File: src/rtl/vga_timing_gen.sv
// Raster timing generator: pixel/line counters with registered coordinate, blank and sync decode.
// Optional macro SYNC_ALIGN_EN delays hs/vs by two clocks to line up with renderer RGB.
module vga_timing_gen #(
    parameter int H_ACTIVE = 640,
    parameter int H_FP     = 16,
    parameter int H_SYNC   = 96,
    parameter int H_BP     = 48,
    parameter int V_ACTIVE = 480,
    parameter int V_FP     = 10,
    parameter int V_SYNC   = 2,
    parameter int V_BP     = 33
) (
    input  logic       vga_clk,
    input  logic       reset_n,
    output logic [9:0] DrawX,
    output logic [9:0] DrawY,
    output logic       blank,
    output logic       hs,
    output logic       vs,
    output logic       frame_start,
    output logic [7:0] frame_count
);
    localparam int H_TOTAL = H_ACTIVE + H_FP + H_SYNC + H_BP;
    localparam int V_TOTAL = V_ACTIVE + V_FP + V_SYNC + V_BP;

    localparam logic [9:0] H_LAST    = 10'(H_TOTAL - 1);
    localparam logic [9:0] V_LAST    = 10'(V_TOTAL - 1);
    localparam logic [9:0] H_VIS     = 10'(H_ACTIVE);
    localparam logic [9:0] V_VIS     = 10'(V_ACTIVE);
    localparam logic [9:0] HS_FIRST  = 10'(H_ACTIVE + H_FP);
    localparam logic [9:0] HS_LAST   = 10'(H_ACTIVE + H_FP + H_SYNC - 1);
    localparam logic [9:0] VS_FIRST  = 10'(V_ACTIVE + V_FP);
    localparam logic [9:0] VS_LAST   = 10'(V_ACTIVE + V_FP + V_SYNC - 1);

    // Free-running: no handshake, every clock advances one pixel.
    logic [9:0] r_hc;
    logic [9:0] r_vc;
    logic [9:0] r_draw_x;
    logic [9:0] r_draw_y;
    logic       r_blank;
    logic       r_hs;
    logic       r_vs;
    logic       r_frame_start;
    logic [7:0] r_frame_count;

    logic w_h_last;
    logic w_v_last;
    logic w_visible;
    logic w_hsync_on;
    logic w_vsync_on;

    assign w_h_last   = (r_hc == H_LAST);
    assign w_v_last   = (r_vc == V_LAST);
    assign w_visible  = (r_hc < H_VIS) && (r_vc < V_VIS);
    assign w_hsync_on = (r_hc >= HS_FIRST) && (r_hc <= HS_LAST);
    assign w_vsync_on = (r_vc >= VS_FIRST) && (r_vc <= VS_LAST);

    // Outputs load the decode of the pre-edge counters so they all describe one pixel.
    always_ff @(posedge vga_clk or negedge reset_n) begin
        if (!reset_n) begin
            r_hc          <= 10'd0;
            r_vc          <= 10'd0;
            r_draw_x      <= 10'd0;
            r_draw_y      <= 10'd0;
            r_blank       <= 1'b0;
            r_hs          <= 1'b1;
            r_vs          <= 1'b1;
            r_frame_start <= 1'b0;
            r_frame_count <= 8'd0;
        end else begin
            r_hc <= w_h_last ? 10'd0 : r_hc + 10'd1;
            if (w_h_last) begin
                r_vc <= w_v_last ? 10'd0 : r_vc + 10'd1;
            end
            r_draw_x      <= r_hc;
            r_draw_y      <= r_vc;
            r_blank       <= w_visible;
            r_hs          <= ~w_hsync_on;
            r_vs          <= ~w_vsync_on;
            r_frame_start <= (r_hc == 10'd0) && (r_vc == 10'd0);
            if (w_h_last && w_v_last) begin
                r_frame_count <= r_frame_count + 8'd1;
            end
        end
    end

    assign DrawX       = r_draw_x;
    assign DrawY       = r_draw_y;
    assign blank       = r_blank;
    assign frame_start = r_frame_start;
    assign frame_count = r_frame_count;

`ifdef SYNC_ALIGN_EN
    logic r_hs_d1;
    logic r_hs_d2;
    logic r_vs_d1;
    logic r_vs_d2;

    always_ff @(posedge vga_clk or negedge reset_n) begin
        if (!reset_n) begin
            r_hs_d1 <= 1'b1;
            r_hs_d2 <= 1'b1;
            r_vs_d1 <= 1'b1;
            r_vs_d2 <= 1'b1;
        end else begin
            r_hs_d1 <= r_hs;
            r_hs_d2 <= r_hs_d1;
            r_vs_d1 <= r_vs;
            r_vs_d2 <= r_vs_d1;
        end
    end

    assign hs = r_hs_d2;
    assign vs = r_vs_d2;
`else
    assign hs = r_hs;
    assign vs = r_vs;
`endif

endmodule
File: config.mk
export PLATFORM = sky130hd
export DESIGN_NAME = vga_timing_gen
export DESIGN_NICKNAME = d
export VERILOG_FILES = /design/src/rtl/vga_timing_gen.sv
export SDC_FILE = /design/constraint.sdc
export NUM_CORES = 1
export LEC_CHECK = 0
export ABC_AREA = 1
export ABC_CLOCK_PERIOD_IN_PS = 1400
export BUFFER_PORTS_ARGS = -buffer_cell sky130_fd_sc_hd__buf_2
export CORE_UTILIZATION = 53
export CTS_BUF_LIST = sky130_fd_sc_hd__clkbuf_8
export DETAILED_ROUTE_END_ITERATION = 6
export MAX_ROUTING_LAYER = met4
export PLACE_DENSITY_LB_ADDON = 0.25
export SKIP_LAST_GASP = 1
export SLEW_MARGIN = 20
export SYNTH_ARGS = -nofsm -noshare
export SYNTH_HDL_FRONTEND = slang
export SYNTH_SLANG_ARGS = --single-unit
File: constraint.sdc
create_clock -name vga_clk -period 1.4 [get_ports vga_clk]
set_input_delay 0.14 -clock vga_clk [delete_from_list [all_inputs] [get_ports vga_clk]]
set_output_delay 0.14 -clock vga_clk [all_outputs]
set_load 0.02 [all_outputs]
# [After elaboration in Yosys (flattened, before gate mapping)]
# Cells that the tools add are included.
[word_totals] ff_bits=52 input_bits=2 output_inout_bits=32 elab_cells=31
[classes] add_sub_neg=3 n_lt_le_gt_ge=6 eq_ne=2 mux=2 bitwise_logic=2 reduce_logical=7
[op_table] cell="$add A10 B1 Y10 const B" n=2
[op_table] cell="$eq A10 B10 Y1 const B" n=2
[op_table] cell="$logic_not A10 Y1" n=2
[op_table] cell="$mux W10" n=2
[op_table] cell="$ge A10 B10 Y1 const B" n=1
[op_table] cell="$ge A10 B9 Y1 const B" n=1
[op_table] cell="$le A10 B10 Y1 const B" n=1
[op_table] cell="$le A10 B9 Y1 const B" n=1
[op_table] cell="$lt A10 B10 Y1 const B" n=1
[op_table] cell="$lt A10 B9 Y1 const B" n=1
[op_table] cell="$add A8 B1 Y8 const B" n=1
[op_table] cell="$logic_and A1 B1 Y1" n=5
[op_table] cell="$not A1 Y1" n=2

# [Depth between registers and ports, before layout]
# Gate-level depths: netlist of the first run.
[logic_depth] depth_word=3 ltp_mapped=9 ltp_nobuf=8

# [Least setup slack after synthesis of the first run]
# OpenSTA, ideal clock, no wires.
[synth_timing] path_type="register to register" start="register r_vc[0]" end="register r_frame_count[6], in the netlist frame_count[6]" setup_ns=0.120 arrival_ns=1.323 required_time_ns=1.280 setup_slack_ns=-0.044 path_stages_with_launch=9 n_path_buf=1 period_less_slack_ns=1.444 cell_sequence="dfrtp_1 inv_1 ha_1 nand3_1 nor2_1 nand3_2 buf_2 o21ai_0 nand2_1"
[synth_between] elab_chain_len=2
[synth_rtl] element="start, declared" line="37" text="logic [9:0] r_vc;"
[synth_rtl] element="start signal, assigned" line="73" text="r_vc <= w_v_last ? 10'd0 : r_vc + 10'd1;"
[synth_rtl] element="$eq A10 B10 Y1" line="53" text="assign w_v_last = (r_vc == V_LAST);"
[synth_rtl] element="$logic_and A1 B1 Y1" line="81" text="if (w_h_last && w_v_last) begin"
[synth_rtl] element="end signal, assigned" line="82" text="r_frame_count <= r_frame_count + 8'd1;"
[synth_rtl] element="end, declared" line="44" text="logic [7:0] r_frame_count;"
# No other way between the ends.
# A chain may end at the register's enable or synchronous reset.

# [Worst setup path after layout of the first run]
[layout_timing] start="register r_hc[0]" end="register r_vc[9]"
[layout_between] elab_chain_len=1
[layout_rtl] element="start, declared" line="36" text="logic [9:0] r_hc;"
[layout_rtl] element="start signal, assigned" line="71" text="r_hc <= w_h_last ? 10'd0 : r_hc + 10'd1;"
[layout_rtl] element="$eq A10 B10 Y1" line="52" text="assign w_h_last = (r_hc == H_LAST);"
# No other way between the ends.

==> results of run 1 <==
[cells by family (layout without fill, tap and decap cells)]
logic type,Yosys count,after routing,share of synthesized area (%)
flip-flops,52,52,56.9
AND/OR/NAND/NOR,117,119,24.5
XOR/XNOR,12,12,4.59
adder cells (fa/ha/maj),5,5,2.73
AO/OA/AOI/OAI,22,22,4.91
buffers and inverters,34,110,6.39
[cell usage after synthesis, types with 3 or more instances]
library cell | instances | area [um2]
nand2_1 | 52 | 195
dfrtp_1 | 50 | 1250
nor2_4 | 4 | 45.0
xor2_1 | 10 | 87.6
nand4_1 | 8 | 50.1
nor3_1 | 8 | 40.0
o21ai_0 | 11 | 55.1
nand3_2 | 3 | 30.0
a21oi_1 | 3 | 15.0
nand3_1 | 11 | 55.1
inv_1 | 28 | 105
ha_1 | 5 | 62.6
nor2_1 | 25 | 93.8
buf_2 | 3 | 15.0
o21ai_1 | 7 | 35.0
[routing by layer]
layer	vias to the layer above	GRT usage, %	share of wire [%]
li1	930	-	-
met1	957	34.1	42
met2	81	39.1	49
met3	20	6.08	5.0
met4	0	9.31	3.4
met5	-	-	0
[metrics by stage]
step	instance area, um2	utilization [%]	instances
after floorplan	2310	-	242
after global placement	2710	66.2	346
after detailed placement	2710	66.2	346
after CTS	3050	74.6	368
after global routing	3140	76.9	370
final	3140	76.9	370
[critical path, stage by stage, from the launching register on]
cell and delay [ns]:
dfrtp_1 0.36, ha_2 0.21, nand2_4 0.07, nor2_4 0.12, nand3_2 0.09, nor2_4 0.11
buf_6 0.13, buf_12 0.12, nand4_1 0.14, nand2_1 0.10
[power groups by stage]
stage / sequential [mW] / clock [mW] / combinational (mW)
6_report: 1.50 / 1.10 / 0.0401
4_1_cts: 1.50 / 1.13 / 0.0430
3_5_place_dp: 1.53 / 0 / 0.0411
3_3_place_gp: 1.53 / 0 / 0.0396
5_1_grt: 1.50 / 1.18 / 0.0475
2_1_floorplan: 1.53 / 0 / 0.000000445
[path summary, 6_finish.rpt]
check,start,endpoint,slack (ns),cells past startpoint
max,r_hc[0]$_DFF_PN0_,r_vc[9]$_DFFE_PN0N_,-0.11,9
min,reset_n,DrawX[6]$_DFF_PN0_,0.35,2
max reg2reg,r_hc[0]$_DFF_PN0_,r_vc[9]$_DFFE_PN0N_,-0.11,9
min reg2reg,r_vc[8]$_DFFE_PN0N_,DrawY[8]$_DFF_PN0_,0.41,0
max in group asynchronous,reset_n,r_hc[2]$_DFF_PN0_,0.53,3
min in group vga_clk,r_vc[8]$_DFFE_PN0N_,DrawY[8]$_DFF_PN0_,0.41,0
[registers in the layout, indices dropped and copies added, names as in the netlist]
| register | flops |
|---|---|
| frame_start | 1 |
| blank | 1 |
| DrawX | 10 |
| vs | 1 |
| DrawY | 10 |
| r_vc | 10 |
| hs | 1 |
| frame_count | 8 |
| r_hc | 10 |
[what timing repair did]
action,in CTS,in global routing
setup buffers,9,2
gates resized for setup,24,23
endpoints found under the hold margin,19,0
cloned,4,0
pin swaps,10,13
hold buffers,1,0
endpoints found under the setup margin,14,25
[area by class of cell]
cell class,count,area [um2]
clock inverters,1,30.0
well taps,50,62.6
repair buffers,73,537
inverters,29,109
clock buffers,7,96.3
fillers,279,945
flip-flops and latches,52,1300
multi-input cells,158,1000
==> flow_summary.toml, run 1 <==
[final_layout]
layout_commonest_cell = "dfrtp_1"
insertedDiodeCount = 0
fin_nets = 326
drive_gt1_share_pct = 37.8
layout_common_cells = "50 x dfrtp_1, 47 x nand2_1, 34 x buf_2, 29 x buf_4, 24 x inv_1"
area_growth_pct = 37.1

[timing]
min_period_ns = 1.51
relSlewSlack_pct = 65.0
final-setup-viol-count = 16
finalHoldViolCount = 0
finalMaxSlewViolations = 0
fmaxAchievable_ghz = 0.661
fin_crit_sh_pct = 108
skew_ns = 0.00403
worst_slack_ns = -0.112
holdWs_ns = 0.346
fin_tns_setup_ns = -0.568
worstMarginPinSlew_ns = 0.524
grt_setup_unrepaired = "true"

[global_route]
grt_usage_pct = 26.0
overflow = 0
grt_pass1_wl_mm = 8.32
grt_max_degree = 24
grt_pass1_vias = 1752
antenna_found_initial = 0

[yosys]
synthArstFlopShare_pct = 100
synth_edf_count = 0
synth_area_um2 = 2290
synth_cells = 242
synth_cell_types = 24
synth-main-ff-cell = "dfrtp_1"
synth.avg_cell_area_um2 = 9.47
synth_fp_nets = 249
synth.ff_latch_count = 52
yosysSeqAreaShare_pct = 56.9
ys_warn_count = 0

[job]
max_cap_violations = 0

[power_and_ir_drop]
cellPowerDensity_nw_per_um2 = 841
swShare_pct = 18.9
p_total_mw = 2.64
ir_worst_vdd_mv = 0.515
p_comb_share_pct = 1.5
pwr-share-clk_pct = 41.7
net-switching-power_uw = 500
power.leakage_nw = 1.60
p_seq_share_pct = 56.8
p_int_mw = 2.14

[setup_path]
worst_ep_required_time_ns = 1.64
crit_fanout = 6
critPathKind = "reg -> reg"
startpoint_type = "flop"
end_kind = "flop"
worst_ep_arrival_time_ns = 1.75

[placement]
place_congestion = 0.899
dpl.hpwl_mm = 3.22
port_buffers = 33
pre_cts_slack_ns = -0.0775

[route]
dr.pass1.iters = 4
vias = 1988
wl_mm = 5.65
route.detailed.drc = 0
antenna_left = 0
wl_per_cell_um = 15.3
vias_per_cell = 5.37
dr.first_iter.drc_count = 114

[clock_network]
htree_levels = 2
cts_tree = "yes"
clkTransAtPathRegs_ns = 0.09
cts_sinks = 52
cts_made_buffers = 5
clockBufferDepth = 2
root_buffer = "clkbuf_8"
clock_latency_ns = 0.30

[floorplan]
dieArea_um2 = 4590
die_w_um = 67.8
fp.dieH_um = 67.8
io_pins = 34
coreArea_um2 = 4090
rows = 23
start_util_pct = 56.1

[outcome]
status = "finished with violations"
failed_checks = "negative setup slack"

[min_path]
min_path_type = "in -> async"
Power figures use the tool's default switching activity.
==> run 2, diff against run 1 <==
--- a/config.mk
+++ b/config.mk
@@ -5,10 +5,10 @@
 export SDC_FILE = /design/constraint.sdc
 export NUM_CORES = 1
 export LEC_CHECK = 0
-export ABC_AREA = 1
 export ABC_CLOCK_PERIOD_IN_PS = 1400
 export BUFFER_PORTS_ARGS = -buffer_cell sky130_fd_sc_hd__buf_2
-export CORE_UTILIZATION = 53
+export CAP_MARGIN = 10
+export CORE_UTILIZATION = 52
 export CTS_BUF_LIST = sky130_fd_sc_hd__clkbuf_8
 export DETAILED_ROUTE_END_ITERATION = 6
 export MAX_ROUTING_LAYER = met4
==> flow_summary.toml, run 2 <==
[outcome]
status = "finished with violations"
failed_checks = "negative setup slack"

[global_route]
grt_max_degree = 34
antenna_found_initial = 0
grt_usage_pct = 26.8
grt_pass1_wl_mm = 8.09
grt_pass1_vias = 1681
overflow = 0

[final_layout]
drive_gt1_share_pct = 45.5
fin_nets = 261
final_cells = 303
fin_area_um2 = 2950
layout_common_cells = "50 x dfrtp_1, 42 x buf_4, 33 x buf_2, 15 x xor2_1, 11 x nor2_1"
layout_commonest_cell = "dfrtp_1"
insertedDiodeCount = 0
post-route-util_pct = 78.3
area_growth_pct = 41.0

[yosys]
synth_edf_count = 0
synth_commonest_cells = "50 x dfrtp_1, 15 x xor2_1, 13 x nor2_1, 11 x nand2_1, 9 x nand3_1"
synth_cell_types = 32
yosysTopAreaCell = "dfrtp_1"
synth.avg_cell_area_um2 = 12.4
synth_cells = 169
synth_fp_nets = 176
ys_warn_count = 0
synth_area_um2 = 2090
synth_area_leaders = "dfrtp_1 60%, xor2_1 6.3%, ha_1 3.0%, dfstp_2 2.5%, nand4_1 2.4%"
synth-main-ff-cell = "dfrtp_1"
synthArstFlopShare_pct = 100
synth.ff_latch_count = 52
synth_top_area_share_pct = 59.7
synth_most_common_cell = "dfrtp_1"
yosysSeqAreaShare_pct = 62.2

[setup_path]
cp_num_cells = 4
crit_end = "frame_count[3]$_DFFE_PN0P_"
worst_ep_required_time_ns = 1.61
worst_ep_arrival_time_ns = 2.39
r2r-end = "frame_count[3]$_DFFE_PN0P_"
cp-startpoint = "r_hc[5]$_DFF_PN0_"
critPathTopFamily = "simple AND/OR/NAND/NOR gates"
crit_fanout = 6
reg2regPathDepth = 4
critPathKind = "reg -> reg"
critPathSlowestCell = "or4b_4"
end_kind = "flop"
path_common_cell = "or4b_4"
worstPathCellList = "or4b_4, or4b_4, nor4_4, xor2_1"
r2r_slack_ns = -0.78
startpoint_type = "flop"
worst-path-buf-inv = 0
r2r_start = "r_hc[5]$_DFF_PN0_"
slowest_delay_ns = 0.60

[route]
drt-met1-wl_mm = 1.98
dr.pass1.iters = 4
met2WireLength_mm = 2.61
antenna_left = 0
wl_per_cell_um = 16.1
route.detailed.drc = 0
dr.first_iter.drc_count = 92
vias_per_cell = 5.42
vias = 1642
topRoutingLayerUsed = "met4"
wl_mm = 4.87
wl_met3_um = 190

[min_path]
min_path_type = "in -> async"

[clock_network]
cts_made_buffers = 5
cts_sinks = 52
clock_latency_ns = 0.30
htree_levels = 2
clkTransAtPathRegs_ns = 0.08
cts_tree = "yes"
clockBufferDepth = 2
root_buffer = "clkbuf_8"

[placement]
placedCellCount = 281
pre_cts_slack_ns = -0.780
dpl-instance-area_um2 = 2600
dpl.hpwl_mm = 3.21
port_buffers = 33
place_congestion = 0.844

[timing]
fin_crit_sh_pct = 155
final-setup-viol-count = 25
min_period_ns = 2.18
fin_tns_setup_ns = -12.69
finalMaxSlewViolations = 0
holdWs_ns = 0.309
finalHoldViolCount = 0
worstMarginPinSlew_ns = 0.446
skew_ns = 0.00381
grt_setup_unrepaired = "true"
relSlewSlack_pct = 70.2
worst_slack_ns = -0.775
fmaxAchievable_ghz = 0.460

[floorplan]
die_w_um = 65.5
coreArea_um2 = 3770
start_util_pct = 55.5
rows = 22
io_pins = 34
fp.dieH_um = 65.5
dieArea_um2 = 4290

[power_and_ir_drop]
cellPowerDensity_nw_per_um2 = 821
ir_worst_vdd_mv = 0.575
p_total_mw = 2.43
power.leakage_nw = 1.56

[job]
max_cap_violations = 0
run 2: timing repair:
action	in CTS	in global routing
hold buffers	1	0
buffers inserted	7	8
gates cloned	1	0
resized for setup	14	19
hold endpoints to repair	17	0
pin swaps	5	8
setup endpoints to repair	25	25
run 2: worst register-to-register path, cell delays in order, from the launching register on:
cell and delay [ns]:
dfrtp_1 0.39, or4b_4 0.55, or4b_4 0.60, nor4_4 0.32, xor2_1 0.22
run 2: power by group:
group,internal (mW),switching [mW]
Clock,0.444,0.446
Sequential,1.50,0
Combinational,0.00842,0.0283
Total,1.95,0.474
run 2: logic make-up after synthesis:
family,count (synthesis),share of synthesized area (%)
buffers and inverters,11,3.05
AO/OA/AOI/OAI,12,3.29
adder cells (fa/ha/maj),5,2.99
AND/OR/NAND/NOR,69,20.0
multiplexers,1,0.538
flip-flops,52,62.2
XOR/XNOR,19,7.95
run 2: worst min path at each step:
stage          startpoint                  end  slack [ns]  cells after the start
6_report          reset_n  r_vc[8]$_DFFE_PN0N_        0.31                      2
5_1_grt           reset_n    r_hc[9]$_DFF_PN0_        0.35                      2
4_1_cts           reset_n  r_vc[8]$_DFFE_PN0N_        0.32                      2
3_5_place_dp      reset_n  r_vc[5]$_DFFE_PN0N_        0.11                      1
3_3_place_gp      reset_n  r_vc[5]$_DFFE_PN0N_         0.1                      1
2_1_floorplan     reset_n   DrawX[0]$_DFF_PN0_       -0.16                      0
run 2: final cells by class:
type,count,area (um2)
Clock inverter,1,3.75
Inverter,7,31.3
Clock buffer,7,96.3
Tap cell,48,60.1
Multi-Input combinational cell,107,903
Fill cell,220,817
Sequential cell,52,1300
Timing Repair Buffer,81,556
run 2: routing by layer:
layer	vias to the layer above	GRT usage, %
met1	819	34.4
met3	7	5.38
met4	0	10.9
met5	-	-
li1	760	-
met2	56	41.9
